## src/rtl/sys1_vid_pkg.sv

```systemverilog
// Shared System 1 video definitions: tile fetch states, map geometry and
// VRAM word field positions used by the tilemap layer generators.
package sys1_vid_pkg;
    typedef enum logic [2:0] {
        ST_IDLE,
        ST_VADDR,
        ST_VWAIT,
        ST_TREQ,
        ST_FULL
    } fetch_st_e;

    localparam int TILE_W        = 8;
    localparam int MAP_COLS      = 32;
    localparam int VRAM_CODE_MSB = 15;
    localparam int VRAM_PAL_LSB  = 5;
endpackage

```

## src/rtl/sys1_bg_layer_if.sv

```systemverilog
// Tile-ROM fetch port between a layer generator (master) and the shared
// tile-ROM arbiter (slave); tile_dt is valid in the cycle tile_ack is high.
interface sys1_bg_layer_if #(
    parameter int PLANES = 3,
    parameter int CODEW  = 12
);
    logic                  tile_req;
    logic [CODEW+2:0]      tile_ad;
    logic                  tile_ack;
    logic [8*PLANES-1:0]   tile_dt;

    modport master (output tile_req, tile_ad, input tile_ack, tile_dt);
    modport slave  (input tile_req, tile_ad, output tile_ack, tile_dt);
endinterface

```

## src/rtl/sys1_tile_shifter.sv

```systemverilog
// Per-layer pixel shifter: plane bytes shift out MSB first, palette is held
// for the whole tile, output is registered and forced transparent when off.
module sys1_tile_shifter
    import sys1_vid_pkg::*;
#(
    parameter int PLANES = 3,
    parameter int PALW   = 8
) (
    input  logic                        VCLK,
    input  logic                        RESET,
    input  logic                        enable,
    input  logic                        load,
    input  logic                        pal_en,
    input  logic [PLANES-1:0][7:0]      ld_dt,
    input  logic [PALW-1:0]             ld_pal,
    output logic [PALW+PLANES-1:0]      opix
);
    logic [PLANES-1:0][7:0]   sh_q, sh_d;
    logic [PALW-1:0]          pal_q, pal_d;
    logic [PALW+PLANES-1:0]   opix_q, opix_d;
    logic [PLANES-1:0]        col;

    always_comb begin
        col = '0;
        // plane0 drives the colour MSB
        for (int k = 0; k < PLANES; k++) col[k] = sh_q[PLANES-1-k][7];
        sh_d = ld_dt;
        if (!load)
            for (int p = 0; p < PLANES; p++) sh_d[p] = {sh_q[p][6:0], 1'b0};
        pal_d  = (load && pal_en) ? ld_pal : pal_q;
        opix_d = enable ? {pal_q, col} : '0;
    end

    always_ff @(posedge VCLK or posedge RESET) begin
        if (RESET) begin
            sh_q   <= '0;
            pal_q  <= '0;
            opix_q <= '0;
        end else begin
            sh_q   <= sh_d;
            pal_q  <= pal_d;
            opix_q <= opix_d;
        end
    end

    assign opix = opix_q;
endmodule

```

## src/rtl/sys1_bg_layer.sv

```systemverilog
// Tilemap layer generator: latches scroll in hblank, fetches the next tile
// through VRAM and the tile-ROM handshake into a one-tile prefetch buffer.
module sys1_bg_layer
    import sys1_vid_pkg::*;
#(
    parameter int         PLANES  = 3,
    parameter int         PALW    = 8,
    parameter int         CODEW   = 12,
    parameter logic [8:0] LATCH_H = 9'h1F0
) (
    input  logic                     VCLK,
    input  logic                     RESET,
    input  logic [8:0]               HP,
    input  logic [8:0]               VP,
    input  logic [8:0]               scrx,
    input  logic [7:0]               scry,
    input  logic                     enable,
    output logic [9:0]               vram_ad,
    input  logic [15:0]              vram_dt,
    sys1_bg_layer_if.master          tbus,
    output logic [PALW+PLANES-1:0]   opix,
    output logic                     underrun,
    input  logic                     underrun_clr
);
    localparam int COLW = $clog2(MAP_COLS);
    localparam int PXW  = $clog2(TILE_W);
    localparam logic [PXW-1:0] LAST_PX = PXW'(TILE_W - 1);

    fetch_st_e             st_q, st_d;
    logic [8:0]            sx_q, sx_d;
    logic [7:0]            sy_q, sy_d;
    logic [9:0]            vram_ad_q, vram_ad_d;
    logic [CODEW+2:0]      tile_ad_q, tile_ad_d;
    logic                  tile_req_q, tile_req_d;
    logic [PALW-1:0]       cpal_q, cpal_d;
    logic                  pf_vld_q, pf_vld_d;
    logic [8*PLANES-1:0]   pf_dt_q, pf_dt_d;
    logic [PALW-1:0]       pf_pal_q, pf_pal_d;
    logic                  late_q, late_d;
    logic                  underrun_q, underrun_d;

    logic [8:0]            bx;
    logic [7:0]            by;
    logic [COLW-1:0]       ncol;
    logic                  start, load_pt, ack, urun_set;
    logic [CODEW-1:0]      code_w;
    logic [PALW-1:0]       pal_w;
    logic                  sh_load, sh_pal_en;
    logic [8*PLANES-1:0]   sh_dt;
    logic [PALW-1:0]       sh_pal;
    logic                  unused_bits;

    assign bx      = HP + sx_q;
    assign by      = VP[7:0] + sy_q;
    assign ncol    = bx[PXW+COLW-1:PXW] + COLW'(1);
    assign start   = (bx[PXW-1:0] == '0);
    assign load_pt = (bx[PXW-1:0] == LAST_PX);
    assign code_w  = {vram_dt[VRAM_CODE_MSB], vram_dt[CODEW-2:0]};
    assign pal_w   = vram_dt[VRAM_PAL_LSB +: PALW];
    // acks outside TREQ belong to nobody (e.g. a grant racing a reset)
    assign ack     = tbus.tile_ack && (st_q == ST_TREQ);
    assign unused_bits = ^{bx[8], VP[8], vram_dt};

    always_comb begin
        sx_d       = (HP == LATCH_H) ? scrx : sx_q;
        sy_d       = (HP == LATCH_H) ? scry : sy_q;
        st_d       = st_q;
        vram_ad_d  = vram_ad_q;
        tile_ad_d  = tile_ad_q;
        tile_req_d = tile_req_q;
        cpal_d     = cpal_q;
        pf_vld_d   = pf_vld_q;
        pf_dt_d    = pf_dt_q;
        pf_pal_d   = pf_pal_q;
        late_d     = late_q;
        urun_set   = 1'b0;
        sh_load    = 1'b0;
        sh_pal_en  = 1'b0;
        sh_dt      = '0;
        sh_pal     = pf_pal_q;

        case (st_q)
            ST_IDLE: if (start) begin
                st_d      = ST_VADDR;
                vram_ad_d = {by[7:PXW], ncol};
            end
            ST_VADDR: st_d = ST_VWAIT;
            ST_VWAIT: begin
                st_d       = ST_TREQ;
                cpal_d     = pal_w;
                tile_ad_d  = {code_w, by[PXW-1:0]};
                tile_req_d = 1'b1;
            end
            ST_TREQ: if (ack) begin
                tile_req_d = 1'b0;
                if (late_q) begin
                    // stale tile: drop it, but don't lose a fetch slot starting now
                    late_d = 1'b0;
                    if (start) begin
                        st_d      = ST_VADDR;
                        vram_ad_d = {by[7:PXW], ncol};
                    end else begin
                        st_d = ST_IDLE;
                    end
                end else if (load_pt) begin
                    st_d = ST_IDLE;
                end else begin
                    pf_vld_d = 1'b1;
                    pf_dt_d  = tbus.tile_dt;
                    pf_pal_d = cpal_q;
                    st_d     = ST_FULL;
                end
            end
            ST_FULL: if (load_pt) st_d = ST_IDLE;
            default: st_d = ST_IDLE;
        endcase

        if (load_pt) begin
            sh_load = 1'b1;
            if (pf_vld_q) begin
                sh_dt     = pf_dt_q;
                sh_pal    = pf_pal_q;
                sh_pal_en = 1'b1;
                pf_vld_d  = 1'b0;
            end else if (ack && !late_q) begin
                sh_dt     = tbus.tile_dt;
                sh_pal    = cpal_q;
                sh_pal_en = 1'b1;
            end else begin
                urun_set = 1'b1;
                if ((st_q inside {ST_VADDR, ST_VWAIT, ST_TREQ}) && !ack) late_d = 1'b1;
            end
        end

        underrun_d = underrun_clr ? 1'b0 : (urun_set ? 1'b1 : underrun_q);
    end

    always_ff @(posedge VCLK or posedge RESET) begin
        if (RESET) begin
            st_q       <= ST_IDLE;
            sx_q       <= '0;
            sy_q       <= '0;
            vram_ad_q  <= '0;
            tile_ad_q  <= '0;
            tile_req_q <= 1'b0;
            cpal_q     <= '0;
            pf_vld_q   <= 1'b0;
            pf_dt_q    <= '0;
            pf_pal_q   <= '0;
            late_q     <= 1'b0;
            underrun_q <= 1'b0;
        end else begin
            st_q       <= st_d;
            sx_q       <= sx_d;
            sy_q       <= sy_d;
            vram_ad_q  <= vram_ad_d;
            tile_ad_q  <= tile_ad_d;
            tile_req_q <= tile_req_d;
            cpal_q     <= cpal_d;
            pf_vld_q   <= pf_vld_d;
            pf_dt_q    <= pf_dt_d;
            pf_pal_q   <= pf_pal_d;
            late_q     <= late_d;
            underrun_q <= underrun_d;
        end
    end

    sys1_tile_shifter #(.PLANES(PLANES), .PALW(PALW)) u_shifter (
        .VCLK   (VCLK),
        .RESET  (RESET),
        .enable (enable),
        .load   (sh_load),
        .pal_en (sh_pal_en),
        .ld_dt  (sh_dt),
        .ld_pal (sh_pal),
        .opix   (opix)
    );

    assign vram_ad       = vram_ad_q;
    assign tbus.tile_req = tile_req_q;
    assign tbus.tile_ad  = tile_ad_q;
    assign underrun      = underrun_q;
endmodule

```

## src/flat_wrapper.sv

```systemverilog
// flat-port wrapper written by rule: the top's interface ports become plain ports
module sys1_bg_layer_flat import sys1_vid_pkg::*;
#(
    parameter int         PLANES  = 3,
    parameter int         PALW    = 8,
    parameter int         CODEW   = 12,
    parameter logic [8:0] LATCH_H = 9'h1F0
)
  (VCLK, RESET, HP, VP, scrx, scry, enable, vram_ad, vram_dt, opix, underrun, underrun_clr, tbus_tile_req, tbus_tile_ad, tbus_tile_ack, tbus_tile_dt);
  sys1_bg_layer_if #(.PLANES(PLANES), .CODEW(CODEW)) tbus_i ();
  input  logic VCLK;
  input  logic RESET;
  input  logic [8:0] HP;
  input  logic [8:0] VP;
  input  logic [8:0] scrx;
  input  logic [7:0] scry;
  input  logic enable;
  output logic [9:0] vram_ad;
  input  logic [15:0] vram_dt;
  output logic [PALW+PLANES-1:0] opix;
  output logic underrun;
  input  logic underrun_clr;
  output wire logic [$bits(tbus_i.tile_req)-1:0] tbus_tile_req;
  output wire logic [$bits(tbus_i.tile_ad)-1:0] tbus_tile_ad;
  input wire logic [$bits(tbus_i.tile_ack)-1:0] tbus_tile_ack;
  input wire logic [$bits(tbus_i.tile_dt)-1:0] tbus_tile_dt;
  assign tbus_tile_req = tbus_i.tile_req;
  assign tbus_tile_ad = tbus_i.tile_ad;
  assign tbus_i.tile_ack = tbus_tile_ack;
  assign tbus_i.tile_dt = tbus_tile_dt;
  sys1_bg_layer #(.PLANES(PLANES), .PALW(PALW), .CODEW(CODEW), .LATCH_H(LATCH_H)) u_core (.VCLK(VCLK), .RESET(RESET), .HP(HP), .VP(VP), .scrx(scrx), .scry(scry), .enable(enable), .vram_ad(vram_ad), .vram_dt(vram_dt), .tbus(tbus_i), .opix(opix), .underrun(underrun), .underrun_clr(underrun_clr));
endmodule
```

## config.mk

```make
export PLATFORM = sky130hd
export DESIGN_NAME = sys1_bg_layer_flat
export DESIGN_NICKNAME = d
export VERILOG_FILES = /design/src/rtl/sys1_vid_pkg.sv /design/src/rtl/sys1_bg_layer_if.sv /design/src/rtl/sys1_tile_shifter.sv /design/src/rtl/sys1_bg_layer.sv /design/src/flat_wrapper.sv
export SDC_FILE = /design/constraint.sdc
export NUM_CORES = 1
export LEC_CHECK = 0
export ABC_AREA = 1
export CAP_MARGIN = 10
export CORE_MARGIN = 4
export CORE_UTILIZATION = 30
export CTS_CLUSTER_DIAMETER = 30
export DETAILED_ROUTE_END_ITERATION = 10
export DONT_BUFFER_PORTS = 1
export PLACE_DENSITY = 0.55
export SLEW_MARGIN = 10
export SYNTH_ARGS = -nofsm -noshare
export SYNTH_HDL_FRONTEND = slang
export SYNTH_SLANG_ARGS = --single-unit
```

## constraint.sdc

```tcl
create_clock -name VCLK -period 4.1 [get_ports VCLK]
set_clock_uncertainty 0.2 [all_clocks]
set_input_delay 0.615 -clock VCLK [delete_from_list [all_inputs] [get_ports VCLK]]
set_output_delay 0.615 -clock VCLK [all_outputs]
set_load 0.005 [all_outputs]
```

* Word level (Yosys, flattened, before mapping)
Index checks and enable logic that the tools add are counted.
** Cells by class
- Reduce and logical (&&, ||, !) cells :: 16
- $add $sub $neg :: 3
- Eq/ne operators :: 10
- Div/mod/pow operators :: 0
- Magnitude comparators :: 0
- Mux-type cells :: 42
- Shift operators :: 0
- Bitwise operators :: 2
- Multipliers :: 0
** Operators with widths (number)
- $mux 24 :: 4
- $mux 10 :: 3
- $mux 8 :: 3
- $mux 1 :: 23
- $pmux 10 s2 :: 1
- $add 8x8->8 :: 2
- $mux 3 :: 5
- $pmux 3 s5 :: 1
- $mux 11 :: 1
- $eq 9x9->1 const B :: 1
- $ne 2x1->1 const B :: 4
- $eq 3x2->1 const B :: 2
- $eq 3x3->1 const B :: 2
- $logic_not 3->1 :: 2
- $reduce_and 3->1 :: 2
- $reduce_bool 2->1 :: 3
- $add 5x1->5 const B :: 1
- $logic_and 1x1->1 :: 4
- $reduce_and 4->1 :: 1
- $eq 3x1->1 const B :: 1
- $reduce_bool 3->1 :: 1
- $logic_not 1->1 :: 2
- $not 1->1 :: 2
- $pmux 1 s2 :: 1
- $reduce_and 2->1 :: 1
** Word-level totals
- Output and inout bits :: 38
- Bits in latches :: 0
- ROM bits :: 0
- Bits in registers :: 131
- Bits in writable memories :: 0
- Logic and storage cells :: 90
- Memories kept :: 0

* Depth between registers and ports, before layout
- Word-level depth :: 8
- Mapped depth :: 13
- Mapped depth without buffers :: 13

* Hierarchy
Synthesis repeated with hierarchy kept, for this count alone.
** Second synthesis, totals
- Cells, all modules :: 688
- Area, all modules :: 6080.8 um2
** By module, submodules not included
- sys1_bg_layer :: area each 4330.4 um2, times used 1, sequential area each 2052.0 um2, cells an instance 520
- sys1_tile_shifter :: area each 1750.4 um2, times used 1, sequential area each 1076.0 um2, cells an instance 168

* Least setup slack after synthesis
Ideal clock, no wire load.
- Path kind :: input -> register
- Start :: in HP[0]
- End :: reg u_core.pf_dt_q[10]
- Path slack :: 1505 ps
- Stages :: 7
- Buffers on the path :: 1
- Arrival :: 2271 ps
- Cells stage by stage :: ha_1 > fa_1 > xor2_2 > nand2_4 > nand2_4 > buf_6 > mux2_2
** Between the ends
- Word-level cells in the longest chain between the ends :: 4
** Ends and longest elaborated chain
- start: declaration :: RTL line flat_wrapper.sv:13 : input logic [8:0] HP;
- $add 8x8->8 :: RTL line sys1_bg_layer.sv:53 : assign bx = HP + sx_q;
- $eq 3x3->1 :: RTL line sys1_bg_layer.sv:57 : assign load_pt = (bx[PXW-1:0] == LAST_PX);
- $not 1->1 (no line)
- $reduce_and 4->1 (no line)
- end signal: assignment :: RTL line sys1_bg_layer.sv:161 : pf_dt_q <= pf_dt_d;
- end: declaration :: RTL line sys1_bg_layer.sv:37 : logic [8*PLANES-1:0] pf_dt_q, pf_dt_d;
Every way passes these cells.
A chain may end at the register's enable or synchronous reset.

* Final worst setup path
- Start :: reg u_core.sx_q[0]
- End :: reg u_core.pf_dt_q[5]
** Between the ends
- Word-level cells in the longest chain between the ends :: 4
** Ends and longest elaborated chain
- start: declaration :: RTL line sys1_bg_layer.sv:30 : logic [8:0] sx_q, sx_d;
- start signal: assignment :: RTL line sys1_bg_layer.sv:141 : sx_q <= '0;
- start signal: assignment :: RTL line sys1_bg_layer.sv:154 : sx_q <= sx_d;
- $add 8x8->8 :: RTL line sys1_bg_layer.sv:53
- $eq 3x3->1 :: RTL line sys1_bg_layer.sv:57
- $not 1->1 (no line)
- $reduce_and 4->1 (no line)
Every way passes these cells.

==> out/qor.yml <==
status:
  status: "finished, final reports clean"
power:
  pwr-share-clk_pct: 37.3
  p_leak_nw: 3.29
  power_frac_comb_pct: 21.0
  seqPwrFrac_pct: 41.7
  p_int_w: 0.00330
  powerDensity_nw_per_um2: 714
  power.total_w: 0.00473
  p_sw_share_pct: 30.2
  p_switching_w: 0.00143
  ir_drop_mv: 0.266
global_routing:
  grt_pass1_vias: 4282
  grt_overflow: 0
  antenna_found_initial: 0
  grt_max_degree: 126
  grt_pass1_wl_mm: 21.4
  grt_usage_pct: 12.5
routing:
  viasPerCell: 4.79
  drtIter0Drc: 146
  ant_nets: 0
  drc_errors: 0
  num_vias: 3975
  avgRoutedWirePerCell_um: 15.3
  wirelength_mm: 12.7
  dr.pass1.iters: 4
place:
  place_congestion: 0.758
  dpl_cell_area_sq_um: 5920
  pre_cts_slack_ns: 0.833
  port_buffers: 0
  dp_hpwl_mm: 8.85
floorplan:
  die_w_um: 146
  die_area_sq_um: 21400
  coreArea_sq_um: 18800
  die_y_um: 146
  ios: 118
  start_util_pct: 30.6
  row_count: 50
layout:
  nNetsFinal: 680
  drive_above_1_share_pct: 14.1
  area_delta_synth_final_pct: 15.4
  diodes: 0
  design_area_sq_um: 6630
  fillers: 1877
logic_synthesis:
  ys_warn_count: 0
  ys_types: 40
  synthesis.nets: 683
  ys_seq_elements: 125
  synthesis.area_sq_um: 5740
  ys_seq_area_share_pct: 54.5
  synthCells: 586
  syn_avg_cell_area_sq_um: 9.80
critical_path:
  worst_setup_path_start_kind: "flop"
  end_kind: "flop"
  required_ns: 4.19
  reg2regPathDepth: 6
  crit_type: "flop to flop"
  arrival_ns: 3.07
  crit_fanout: 46
timing:
  final_hold_viol_count: 0
  rsz0062_at_grt: "false"
  finalCritPeriodShare_pct: 72.6
  holdWs_ns: 0.0578
  worst_pin_slew_ns: 1.05
  setup_slack_ns: 1.12
  fmax_mhz: 336
  fin_tns_setup_ns: 0
  final_max_slew_viol_count: 0
  setup_viol: 0
  slew_headroom_pct: 29.8
  min_period_ns: 2.98
clock_network:
  clk_latency_ns: 0.41
  postCtsSetupBuffers: 0
  cts_buffers: 17
  cts.path.max_buffers: 2
  postCtsResizedCells: 0
  path_clk_slew_ns: 0.06
  cts.sinks: 125
  hold_buffers: 0
  h-tree-depth: 4
  cts_tree: "done"
  root_buffer: "clkbuf_16"
job:
  maxCapViolations: 0
worst_hold_path:
  worst_hold_path_type: "input pin to async pin"
power groups by stage:
stage	clock [W]	combinational (W)	sequential [W]
floorplan	0	0.000870	0.00188
global placement	0	0.000968	0.00197
detailed placement	0	0.00101	0.00199
CTS	0.00181	0.00102	0.00198
global route	0.00186	0.00116	0.00203
finish	0.00176	0.000996	0.00197
path summary, 6_finish.rpt:
path,startpoint,end,slack [ns]
max in group asynchronous,RESET,u_core.pf_dt_q[4]$_DFFE_PP0P_,3.13
worst min register to register,u_core.u_shifter.col[1]$_DFF_PP0_,u_core.u_shifter.opix[1]$_DFF_PP0_,0.25
worst max-delay path,u_core.sx_q[0]$_DFFE_PP0N_,u_core.pf_dt_q[5]$_DFFE_PP0P_,1.12
min in group VCLK,underrun_clr,u_core.underrun$_DFFE_PP0P_,0.06
worst max register to register,u_core.sx_q[0]$_DFFE_PP0N_,u_core.pf_dt_q[5]$_DFFE_PP0P_,1.12
worst min-delay path,RESET,u_core.sx_q[1]$_DFFE_PP0N_,0.06
per-stage QoR:
stage | cells | utilization (%)
after floorplan | 586 | -
after global placement | 798 | 31.6
after detailed placement | 798 | 31.6
after CTS | 830 | 35.3
after global routing | 830 | 35.3
final | 830 | 35.3
kinds of logic (layout without fill, tap and decap cells):
family / count (synthesis) / after routing / synth area share, %
simple gates: 220 / 220 / 16.5
xor+xnor: 7 / 7 / 1.20
compound gates: 99 / 99 / 10.2
flops: 125 / 125 / 54.5
mux: 37 / 37 / 7.25
fa+ha+maj: 17 / 17 / 3.97
buf+inv: 81 / 91 / 6.41
flip-flops by register name (all words and copies together) (netlist names), 9 cells and up:
register	flops
u_core.pf_dt_q	24
u_core.u_shifter.sh_q	21
u_core.u_shifter.opix	11
u_core.vram_ad	10
u_core.tbus.tile_ad	9
layout by cell type (no fill, tap or decap), types with 2 or more instances in the layout:
| master | instances |
|---|---|
| a22oi_1 | 21 |
| nand3_1 | 22 |
| a21oi_1 | 20 |
| mux2_2 | 29 |
| o31ai_2 | 2 |
| nor2_4 | 2 |
| nand2_4 | 3 |
| ha_1 | 15 |
| a31oi_1 | 2 |
| buf_4 | 2 |
| xor2_1 | 6 |
| o31ai_1 | 2 |
| o21ai_0 | 47 |
| inv_2 | 2 |
| clkinv_4 | 2 |
| dfrtp_1 | 125 |
| nor2_1 | 23 |
| nand3_2 | 2 |
| mux2_1 | 8 |
| clkbuf_16 | 17 |
| clkinvlp_4 | 3 |
| clkbuf_8 | 5 |
| o21ai_1 | 2 |
| inv_1 | 50 |
| bufinv_16 | 6 |
| nand4_1 | 8 |
| fa_1 | 2 |
| nand2_1 | 154 |
metal layers:
layer	global-route usage [%]	share of wire, %	vias up
met1	14.0	41	1904
met2	20.9	48	125
li1	-	-	1929
met5	0	0	-
met4	3.81	1.2	0
met3	6.33	10	17
final cells by class:
type,count,area (sq um),area share [%]
Sequential cell,125,3130,47.2
Multi-Input combinational cell,380,2250,33.9
Clock buffer,23,498,7.52
Tap cell,234,293,4.42
Inverter,56,221,3.34
Clock inverter,9,204,3.08
Timing Repair Buffer,3,35.0,0.529
synth_stat cells:
library cell	number	area share, %
nand3_2	2	0.35
xor2_1	6	0.92
nand2_1	154	10
mux2_2	29	5.7
buf_4	7	0.92
nor3_1	1	0.087
nand3b_2	1	0.20
nand4_1	8	0.87
nor4_1	1	0.11
clkinv_1	1	0.065
clkbuf_1	8	0.52
nor2_2	1	0.11
buf_2	6	0.52
nand2_4	3	0.59
nor2_4	2	0.39
nand2_2	1	0.11
a31o_2	1	0.15
o21ai_0	47	4.1
o21ai_4	1	0.28
o21ai_1	2	0.17
mux2_1	8	1.6
o31ai_2	2	0.44
buf_1	1	0.065
ha_1	15	3.3
nor2_1	23	1.5
a31oi_1	2	0.22
dfrtp_1	125	54
a22oi_1	21	2.7
fa_1	2	0.70
xor2_2	1	0.28
inv_4	1	0.11
buf_6	3	0.59
inv_1	51	3.3
clkinv_4	1	0.15
o31ai_1	2	0.26
a21oi_1	20	1.7
nor3_2	1	0.17
inv_2	2	0.13
a21o_1	1	0.13
nand3_1	22	1.9
critical path, stage by stage, from the launching register on:
cell,delay [ns]
dfrtp_1,0.38
ha_1,0.23
fa_1,0.48
xor2_2,0.27
nand2_4,0.31
nand2_4,0.56
mux2_2,0.40
(Power assumes the default switching activity.)
